## src/rtl/lsu_pkg.sv

```systemverilog
// lsu_pkg: shared FSM states, access-size codes and trap causes for the load/store unit
package lsu_pkg;
  typedef enum logic [1:0] {IDLE, REQ, WAIT} state_t;
  localparam logic [1:0] SZ_B = 2'd0;
  localparam logic [1:0] SZ_H = 2'd1;
  localparam logic [1:0] SZ_W = 2'd2;
  localparam logic [1:0] SZ_D = 2'd3;
  localparam logic [3:0] CAUSE_LD_MISALIGN = 4'd4;
  localparam logic [3:0] CAUSE_LD_FAULT    = 4'd5;
  localparam logic [3:0] CAUSE_ST_MISALIGN = 4'd6;
  localparam logic [3:0] CAUSE_ST_FAULT    = 4'd7;
  function automatic logic [7:0] size_mask(input logic [1:0] sz);
    return sz == SZ_D ? 8'hFF : sz == SZ_W ? 8'h0F : sz == SZ_H ? 8'h03 : 8'h01;
  endfunction
  function automatic logic [2:0] align_mask(input logic [1:0] sz);
    return (3'd1 << sz) - 3'd1;
  endfunction
endpackage

```

## src/rtl/lsu_load_align.sv

```systemverilog
// lsu_load_align: extracts the addressed lane of a doubleword and sign/zero-extends it
module lsu_load_align
  import lsu_pkg::*;
(
  input  logic [63:0] rdata,
  input  logic [2:0]  offset,
  input  logic [2:0]  funct3,
  output logic [63:0] data
);
  logic [63:0] lane;
  logic        sx;
  assign lane = rdata >> {offset, 3'b000};
  // funct3[2] marks the unsigned forms; 111 falls through to the full doubleword
  assign sx = ~funct3[2];
  always_comb
    data = funct3[1:0] == SZ_B ? {{56{lane[7] & sx}}, lane[7:0]} :
           funct3[1:0] == SZ_H ? {{48{lane[15] & sx}}, lane[15:0]} :
           funct3[1:0] == SZ_W ? {{32{lane[31] & sx}}, lane[31:0]} : lane;
endmodule

```

## src/rtl/lsu_wb.sv

```systemverilog
// lsu_wb: load/store + writeback stage driving the single-outstanding dmem bus and the GPR write port
module lsu_wb
  import lsu_pkg::*;
(
  input  logic        clk,
  input  logic        rst_n,
  input  logic        EX_LS_reg_execute_valid,
  output logic        LS_EX_ready,
  input  logic        EX_LS_reg_load,
  input  logic        EX_LS_reg_store,
  input  logic [2:0]  EX_LS_reg_funct3,
  input  logic [4:0]  EX_LS_reg_rd,
  input  logic        EX_LS_reg_dest_wen,
  input  logic [63:0] EX_LS_reg_addr,
  input  logic [63:0] EX_LS_reg_result,
  output logic        dmem_req,
  output logic        dmem_wen,
  output logic [63:0] dmem_addr,
  output logic [63:0] dmem_wdata,
  output logic [7:0]  dmem_wmask,
  input  logic        dmem_gnt,
  input  logic        dmem_rvalid,
  input  logic [63:0] dmem_rdata,
  input  logic        dmem_err,
  output logic        LS_WB_reg_ls_valid,
  output logic        LS_WB_reg_trap_valid,
  output logic [3:0]  LS_WB_reg_trap_cause,
  output logic [63:0] LS_WB_reg_trap_tval,
  output logic [4:0]  LS_WB_reg_rd,
  output logic        LS_WB_reg_dest_wen,
  output logic [63:0] write_data
);
  state_t      state;
  logic        op_load, op_wen;
  logic [2:0]  op_funct3;
  logic [4:0]  op_rd;
  logic [63:0] op_addr, load_data, rep;
  logic [63:0] res;
  logic        accept, is_load, is_mem, misalign;
  logic [1:0]  sz;
  assign LS_EX_ready = state == IDLE;
  assign accept = EX_LS_reg_execute_valid & LS_EX_ready;
  assign is_load = EX_LS_reg_load;
  assign is_mem = EX_LS_reg_load | EX_LS_reg_store;
  assign sz = EX_LS_reg_funct3[1:0];
  assign misalign = |(EX_LS_reg_addr[2:0] & align_mask(sz));
  assign res = EX_LS_reg_result;
  assign rep = sz == SZ_D ? res : sz == SZ_W ? {2{res[31:0]}} :
               sz == SZ_H ? {4{res[15:0]}} : {8{res[7:0]}};
  lsu_load_align u_align (
    .rdata  (dmem_rdata),
    .offset (op_addr[2:0]),
    .funct3 (op_funct3),
    .data   (load_data)
  );
  always_ff @(posedge clk) begin
    if (!rst_n) begin
      state                <= IDLE;
      op_load              <= 1'b0;
      op_wen               <= 1'b0;
      op_funct3            <= '0;
      op_rd                <= '0;
      op_addr              <= '0;
      dmem_req             <= 1'b0;
      dmem_wen             <= 1'b0;
      dmem_addr            <= '0;
      dmem_wdata           <= '0;
      dmem_wmask           <= '0;
      LS_WB_reg_ls_valid   <= 1'b0;
      LS_WB_reg_trap_valid <= 1'b0;
      LS_WB_reg_trap_cause <= '0;
      LS_WB_reg_trap_tval  <= '0;
      LS_WB_reg_rd         <= '0;
      LS_WB_reg_dest_wen   <= 1'b0;
      write_data           <= '0;
    end else begin
      LS_WB_reg_ls_valid   <= 1'b0;
      LS_WB_reg_trap_valid <= 1'b0;
      case (state)
        IDLE: if (accept) begin
          op_load   <= is_load;
          op_wen    <= EX_LS_reg_dest_wen;
          op_funct3 <= EX_LS_reg_funct3;
          op_rd     <= EX_LS_reg_rd;
          op_addr   <= EX_LS_reg_addr;
          if (!is_mem || misalign) begin
            LS_WB_reg_ls_valid <= 1'b1;
            LS_WB_reg_rd       <= EX_LS_reg_rd;
            LS_WB_reg_dest_wen <= EX_LS_reg_dest_wen & (!is_mem || is_load);
            write_data         <= is_mem ? 64'd0 : res;
          end
          if (is_mem && misalign) begin
            LS_WB_reg_trap_valid <= 1'b1;
            LS_WB_reg_trap_cause <= is_load ? CAUSE_LD_MISALIGN : CAUSE_ST_MISALIGN;
            LS_WB_reg_trap_tval  <= EX_LS_reg_addr;
          end
          if (is_mem && !misalign) begin
            state      <= REQ;
            dmem_req   <= 1'b1;
            dmem_wen   <= ~is_load;
            dmem_addr  <= {EX_LS_reg_addr[63:3], 3'b000};
            dmem_wdata <= is_load ? 64'd0 : rep;
            dmem_wmask <= is_load ? 8'd0 : size_mask(sz) << EX_LS_reg_addr[2:0];
          end
        end
        REQ: if (dmem_gnt) begin
          dmem_req <= 1'b0;
          state    <= WAIT;
        end
        WAIT: if (dmem_rvalid) begin
          state                <= IDLE;
          LS_WB_reg_ls_valid   <= 1'b1;
          LS_WB_reg_trap_valid <= dmem_err;
          LS_WB_reg_rd         <= op_rd;
          LS_WB_reg_dest_wen   <= op_load & op_wen;
          write_data           <= (op_load && !dmem_err) ? load_data : 64'd0;
          if (dmem_err) begin
            LS_WB_reg_trap_cause <= op_load ? CAUSE_LD_FAULT : CAUSE_ST_FAULT;
            LS_WB_reg_trap_tval  <= op_addr;
          end
        end
        default: state <= IDLE;
      endcase
    end
  end
endmodule

```

## config.mk

```make
export PLATFORM = sky130hd
export DESIGN_NAME = lsu_wb
export DESIGN_NICKNAME = d
export VERILOG_FILES = /design/src/rtl/lsu_pkg.sv /design/src/rtl/lsu_load_align.sv /design/src/rtl/lsu_wb.sv
export SDC_FILE = /design/constraint.sdc
export NUM_CORES = 1
export LEC_CHECK = 0
export BUFFER_PORTS_ARGS = -buffer_cell sky130_fd_sc_hd__buf_4
export CORE_MARGIN = 3
export CORE_UTILIZATION = 40
export CTS_CLUSTER_SIZE = 30
export DETAILED_ROUTE_END_ITERATION = 6
export HOLD_SLACK_MARGIN = 0.06
export SETUP_SLACK_MARGIN = 0.05
export SYNTH_ARGS = -nofsm -noshare
export SYNTH_HDL_FRONTEND = slang
export SYNTH_SLANG_ARGS = --single-unit
```

## constraint.sdc

```tcl
create_clock -name clk -period 5 [get_ports clk]
set_input_delay 1 -clock clk [delete_from_list [all_inputs] [get_ports clk]]
set_output_delay 1 -clock clk [all_outputs]
set_load 0.01 [all_outputs]
```

# Word level (Yosys, flattened, before mapping)
# Cells that the tools add are included.
[word_totals] output_inout_bits=279 regBits=351 in_bits=209 elab_cells=119
[op_classes] reduce_logical=19 mux=54 add_sub_neg=1 n_eq_ne=14 shifts=3 bitwise=10
[op_table] operator="2-to-1 mux 64 bit" count=16
[op_table] operator="case mux 64 bit (2 select lines)" count=2
[op_table] operator=">> shifter 64 x 6 -> 64 bit" count=1
[op_table] operator="2-to-1 mux 4 bit" count=5
[op_table] operator="2-to-1 mux 8 bit" count=2
[op_table] operator="2-to-1 mux 5 bit" count=3
[op_table] operator="2-to-1 mux 2 bit" count=7
[op_table] operator="2-to-1 mux 1 bit" count=12
[op_table] operator="AND reduction 4 bit" count=3
[op_table] operator="case mux 5 bit (2 select lines)" count=1
[op_table] operator="== test 2 bit (second input constant)" count=4
[op_table] operator="!= test 2 x 1 -> 1 bit (second input constant)" count=4
[op_table] operator="case mux 1 bit (2 select lines)" count=4
[op_table] operator="case mux 4 bit (2 select lines)" count=1
[op_table] operator="left shift 8 x 3 -> 8 bit" count=1
[op_table] operator="AND 1 bit" count=6
[op_table] operator="== test 2 x 1 -> 1 bit (second input constant)" count=3
[op_table] operator="!= test 2 bit (second input constant)" count=3
[op_table] operator="case mux 2 bit (3 select lines)" count=1
[op_table] operator="AND reduction 5 bit" count=1
[op_table] operator="zero test 2 bit" count=2
[op_table] operator="nonzero test 2 bit" count=2
[op_table] operator="AND 3 bit" count=1
[op_table] operator="logical AND 1 bit" count=3
[op_table] operator="9 further kinds" count=13

# Depth between registers and ports, before layout
[logic_depth] word_depth=9 depth_mapped=10 ltp_nobuf=5

# Cells and area by module
# A second synthesis with hierarchy kept.
[hier_totals] hier_cells=2149 area_unflattened_um2=17077.6
[modules_own_cells] mod="lsu_wb" seq_area_each_um2=7006.7 instances=1 cells_each=1770 area_per_inst_um2=14650.3
[modules_own_cells] mod="lsu_load_align" seq_area_each_um2=0.0 instances=1 cells_each=379 area_per_inst_um2=2427.3

# Worst setup path after synthesis
# No wires, ideal clock.
[synth_path] path_type="input to register" startpoint="input port EX_LS_reg_funct3[0]" endpoint="register LS_WB_reg_trap_tval[0]" setup_ps=116 n_path_buf=4 t_arrival_ps=2519 required_ps=4884 path_slack_ps=2365 stages=9 path_cell_list="clkbuf_1 -> a21oi_1 -> nor4b_1 -> o32a_1 -> clkbuf_1 -> buf_2 -> buf_2 -> nand2_1 -> o211a_1"
[synth_between] elab_chain_len=7
[synth_lines] item="start: declaration" line="lsu_wb.sv:11" text="input logic [2:0] EX_LS_reg_funct3,"
[synth_lines] item="left shift 1 x 2 -> 3 bit" line="lsu_pkg.sv:16" text="return (3'd1 << sz) - 3'd1;"
[synth_lines] item="subtractor 3 x 1 -> 3 bit" line="lsu_pkg.sv:16"
[synth_lines] item="AND 3 bit" line="lsu_wb.sv:46" text="assign misalign = |(EX_LS_reg_addr[2:0] & align_mask(sz));"
[synth_lines] item="OR reduction 3 bit" line="lsu_wb.sv:46"
[synth_lines] item="logical AND 1 bit" line="lsu_wb.sv:92" text="if (is_mem && misalign) begin"
[synth_lines] item="!= test 2 x 1 -> 1 bit (no line)"
[synth_lines] item="AND reduction 5 bit (no line)"
[synth_lines] item="end signal: assignment" line="lsu_wb.sv:95" text="LS_WB_reg_trap_tval <= EX_LS_reg_addr;"
[synth_lines] item="end signal: assignment" line="lsu_wb.sv:119" text="LS_WB_reg_trap_tval <= op_addr;"
[synth_lines] item="end: declaration" line="lsu_wb.sv:28" text="output logic [63:0] LS_WB_reg_trap_tval,"
# No other way between the ends.
# A chain may end at the register's enable or synchronous reset.

# Worst setup path in the final report
[layout_path] startpoint="register state[0]" endpoint="register write_data[1]"
[layout_between] elab_chain_len=4 word_cells_on_any_way=9 cone_classes="eq/ne (4); mux (1); bitwise (1); reduce/logical (3)"
[layout_lines] item="start: declaration" line="lsu_wb.sv:33" text="state_t state;"
[layout_lines] item="start signal: assignment" line="lsu_wb.sv:58" text="state <= IDLE;"
[layout_lines] item="start signal: assignment" line="lsu_wb.sv:98" text="state <= REQ;"
[layout_lines] item="start signal: assignment" line="lsu_wb.sv:108" text="state <= WAIT;"
[layout_lines] item="zero test 2 bit" line="lsu_wb.sv:41, lsu_wb.sv:79"
[layout_lines] item="AND 1 bit" line="lsu_wb.sv:42" text="assign accept = EX_LS_reg_execute_valid & LS_EX_ready;"
[layout_lines] item="!= test 2 x 1 -> 1 bit (no line)"
[layout_lines] item="AND reduction 4 bit (no line)"
[layout_lines] item="end signal: assignment" line="lsu_wb.sv:90" text="write_data <= is_mem ? 64'd0 : res;"
[layout_lines] item="end signal: assignment" line="lsu_wb.sv:116" text="write_data <= (op_load && !dmem_err) ? load_data : 64'd0;"
[layout_lines] item="end: declaration" line="lsu_wb.sv:31" text="output logic [63:0] write_data"
# Parallel ways exist; a longest one is shown, timed or not.

==> impl_metrics.env <==
export IMPL_cts_buffers=39
export IMPL_syn_area_per_cell_um2=8.794
export IMPL_hp_class="flip-flop to flip-flop"
export IMPL_gp_congestion=0.9547
export IMPL_synth_top_area_share_pct=40.16
export IMPL_cts_buffer_depth=3
export IMPL_antenna_found_initial=4
export IMPL_dr_pass1_iters=6
export IMPL_vias_per_cell=5.738
export IMPL_num_vias=16940
export IMPL_clkLatencyLatePin_ps=570
export IMPL_syn2layout_area_growth_pct=29.77
export IMPL_cts_tree="yes"
export IMPL_max_stage_delay_ps=740
export IMPL_wl_per_cell_um=24.12
export IMPL_layout_nets=2555
export IMPL_slowest_stage="buf_4"
export IMPL_hold_buffers=0
export IMPL_p_total_mw=7.390
export IMPL_worstPathCellList="nor2_1 -> nand2_2 -> buf_4 -> o21a_2 -> buf_4 -> a221oi_1 -> nor2_1"
export IMPL_synth_most_common_cell="nand2_1"
export IMPL_yosysWarnings=0
export IMPL_critPathKind="flip-flop to flip-flop"
export IMPL_grt_overflow=0
export IMPL_status="finished clean"
export IMPL_grt_total_usage_pct=29.31
export IMPL_grt_pass1_vias=16260
export IMPL_ios=488
export IMPL_grtUsageMet1_pct=37.06
export IMPL_setup_violations=0
export IMPL_rows=75
export IMPL_skew_ps=28.59
export IMPL_dieWidth_um=214.9
export IMPL_placed_area_um2=21390
export IMPL_tns_ps=0
export IMPL_crit_family="buffers and inverters"
export IMPL_yosys_top_cells_count="nand2_1 (433), dfxtp_1 (350), a21boi_0 (135)"
export IMPL_use_met2_pct=45.94
export IMPL_fp_dieArea_um2=46160
export IMPL_max_freq_mhz=320.3
export IMPL_final_hold_violation_count=0
export IMPL_grt_use_met3_pct=8.983
export IMPL_core_um2=42510
export IMPL_postSynthRegisterBits=350
export IMPL_cts_num_sinks=350
export IMPL_drt_wl_total_mm=71.20
export IMPL_ys_types=58
export IMPL_finalMaxSlewViolations=0
export IMPL_htreeDepth=2
export IMPL_portBuffers=483
export IMPL_arrival_ps=3600
export IMPL_synthArstFlopShare_pct=0
export IMPL_cts_root_buf="clkbuf_16"
export IMPL_ys_seq_area_share_pct=40.16
export IMPL_maxCapViolations=0
export IMPL_grt_pass1_wl_mm=104.1
export IMPL_period_minus_slack_ps=3123
export IMPL_vdd_drop_max_mv=0.2216
export IMPL_drive_above_1_share_pct=28.71
export IMPL_tightestPinTransition_ps=1242
export IMPL_period_share_pct=62.45
export IMPL_start_util_pct=41.04
export IMPL_synthFlopType="dfxtp_1"
export IMPL_path_buf_inv=2
export IMPL_clk_pin_slew_ps=60
export IMPL_crit_required_ps=5480
export IMPL_synth_largest_area_cell="dfxtp_1"
export IMPL_route_antenna_remaining_nets=0
export IMPL_top_usage_layer="met2"
export IMPL_cellLeakagePower_nw=9.624
export IMPL_critPathMaxFanout=84
export IMPL_dp_hpwl_mm=52.02
export IMPL_synth_area_leaders="dfxtp_1 (40%), nand2_1 (9.3%), mux2i_1 (7.2%)"
export IMPL_startpoint_type="flip-flop"
export IMPL_rsz0062_at_grt="false"
export IMPL_grt_max_degree=160
export IMPL_cts_resized=0
export IMPL_relSlewSlack_pct=16.57
export IMPL_post_cts_buffers=0
export IMPL_postLayoutCellArea_um2=22640
export IMPL_drc=0
export IMPL_synth_edf_count=0
export IMPL_netlist_area_um2=17450
export IMPL_die_height_um=214.9
export IMPL_syn_inst=1984
export IMPL_p_per_area_nw_per_um2=326.4
export IMPL_crit_path_end_kind="flip-flop"
export IMPL_drtIter0Drc=2083
==> logic make-up after synthesis <==
logic type / count (synthesis) / synth area share, %
DFF: 350 / 40.16
muxes: 181 / 13.43
and+or+nand+nor: 599 / 14.91
buffers and inverters: 212 / 5.170
AOI/OAI and AO/OA: 640 / 26.26
xor gates and xnor gates: 1 / 0.05021
other: 1 / 0.02149
==> layout make-up <==
| class | count | area, um^2 |
|---|---|---|
| Fill cell | 3994 | 19870 |
| Multi-Input combinational cell | 1425 | 9620 |
| Sequential cell | 350 | 7012 |
| Timing Repair Buffer | 520 | 3998 |
| Clock buffer | 56 | 1151 |
| Tap cell | 577 | 721.9 |
| Clock inverter | 11 | 95.09 |
| Inverter | 10 | 37.54 |
| Antenna cell | 3 | 7.507 |
==> per-layer routing <==
| metal | routed length, um | vias to the layer above |
|---|---|---|
| met5 | 27 | - |
| met3 | 7183 | 151 |
| met1 | 28210 | 8169 |
| li1 | - | 7777 |
| met4 | 3474 | 4 |
| met2 | 32310 | 838 |
==> final timing paths <==
kind / endpoint / start / cells past startpoint / slack [ps]
hold / removal: dmem_addr[4] / dmem_addr[4] / 2 / 450
setup reg to reg: write_data[1] / state[0] / 7 / 1880
setup / recovery: write_data[1] / state[0] / 7 / 1880
hold reg to reg: dmem_addr[4] / dmem_addr[4] / 2 / 450
==> placed cells by master (no fill, tap or decap), types with 9 or more instances in the layout <==
| cell type | count |
|---|---|
| clkbuf_8 | 10 |
| mux2i_1 | 125 |
| o22ai_1 | 13 |
| o21ai_0 | 129 |
| dfxtp_1 | 348 |
| nand3_1 | 10 |
| o211a_1 | 70 |
| inv_1 | 9 |
| a211oi_2 | 19 |
| a21oi_1 | 104 |
| clkbuf_16 | 40 |
| a211oi_1 | 24 |
| nor3b_1 | 11 |
| nand2_1 | 432 |
| mux2_2 | 14 |
| and2_1 | 24 |
| a22oi_1 | 23 |
| nor2b_1 | 56 |
| a221oi_1 | 19 |
| o211ai_1 | 43 |
| a21boi_0 | 135 |
| a2bb2oi_1 | 10 |
| buf_4 | 512 |
| mux4_2 | 41 |
| nor2_1 | 33 |
| a21boi_1 | 11 |
==> flip-flops by register name (all words and copies together) (netlist names) <==
signal,flops
state,2
dmem_wmask,8
op_wen,1
LS_WB_reg_rd,5
dmem_wdata,64
op_addr,64
dmem_wen,1
op_rd,5
write_data,64
dmem_req,1
LS_WB_reg_trap_cause,3
LS_WB_reg_ls_valid,1
dmem_addr,61
op_load,1
LS_WB_reg_trap_valid,1
LS_WB_reg_trap_tval,64
LS_WB_reg_dest_wen,1
op_funct3,3
==> report_power, final <==
part	internal (mW)	switching [mW]	total [mW]	leakage, nW
combinational	0.633	0.822	1.46	6.14
sequential	2.97	0.131	3.10	2.87
clock	1.65	1.18	2.83	0.623
==> tightest hold or removal path: cells and delay by family, from the launching register on <==
kind | cells | cell delay, ps
and+or+nand+nor | 1 | 50
DFF | 1 | 310
AOI/OAI and AO/OA | 1 | 50
==> through the flow <==
step,setup WS [ps],instances,hold WS [ps],util [%]
finish,1877,2952,454.0,53.27
global route,1719,2950,483.7,53.25
CTS,1908,2949,458.3,53.25
detailed placement,1407,2882,450.6,50.32
global placement,1432,2882,444.5,50.32
floorplan,2365,1987,443.1,-
(Power assumes the default switching activity.)
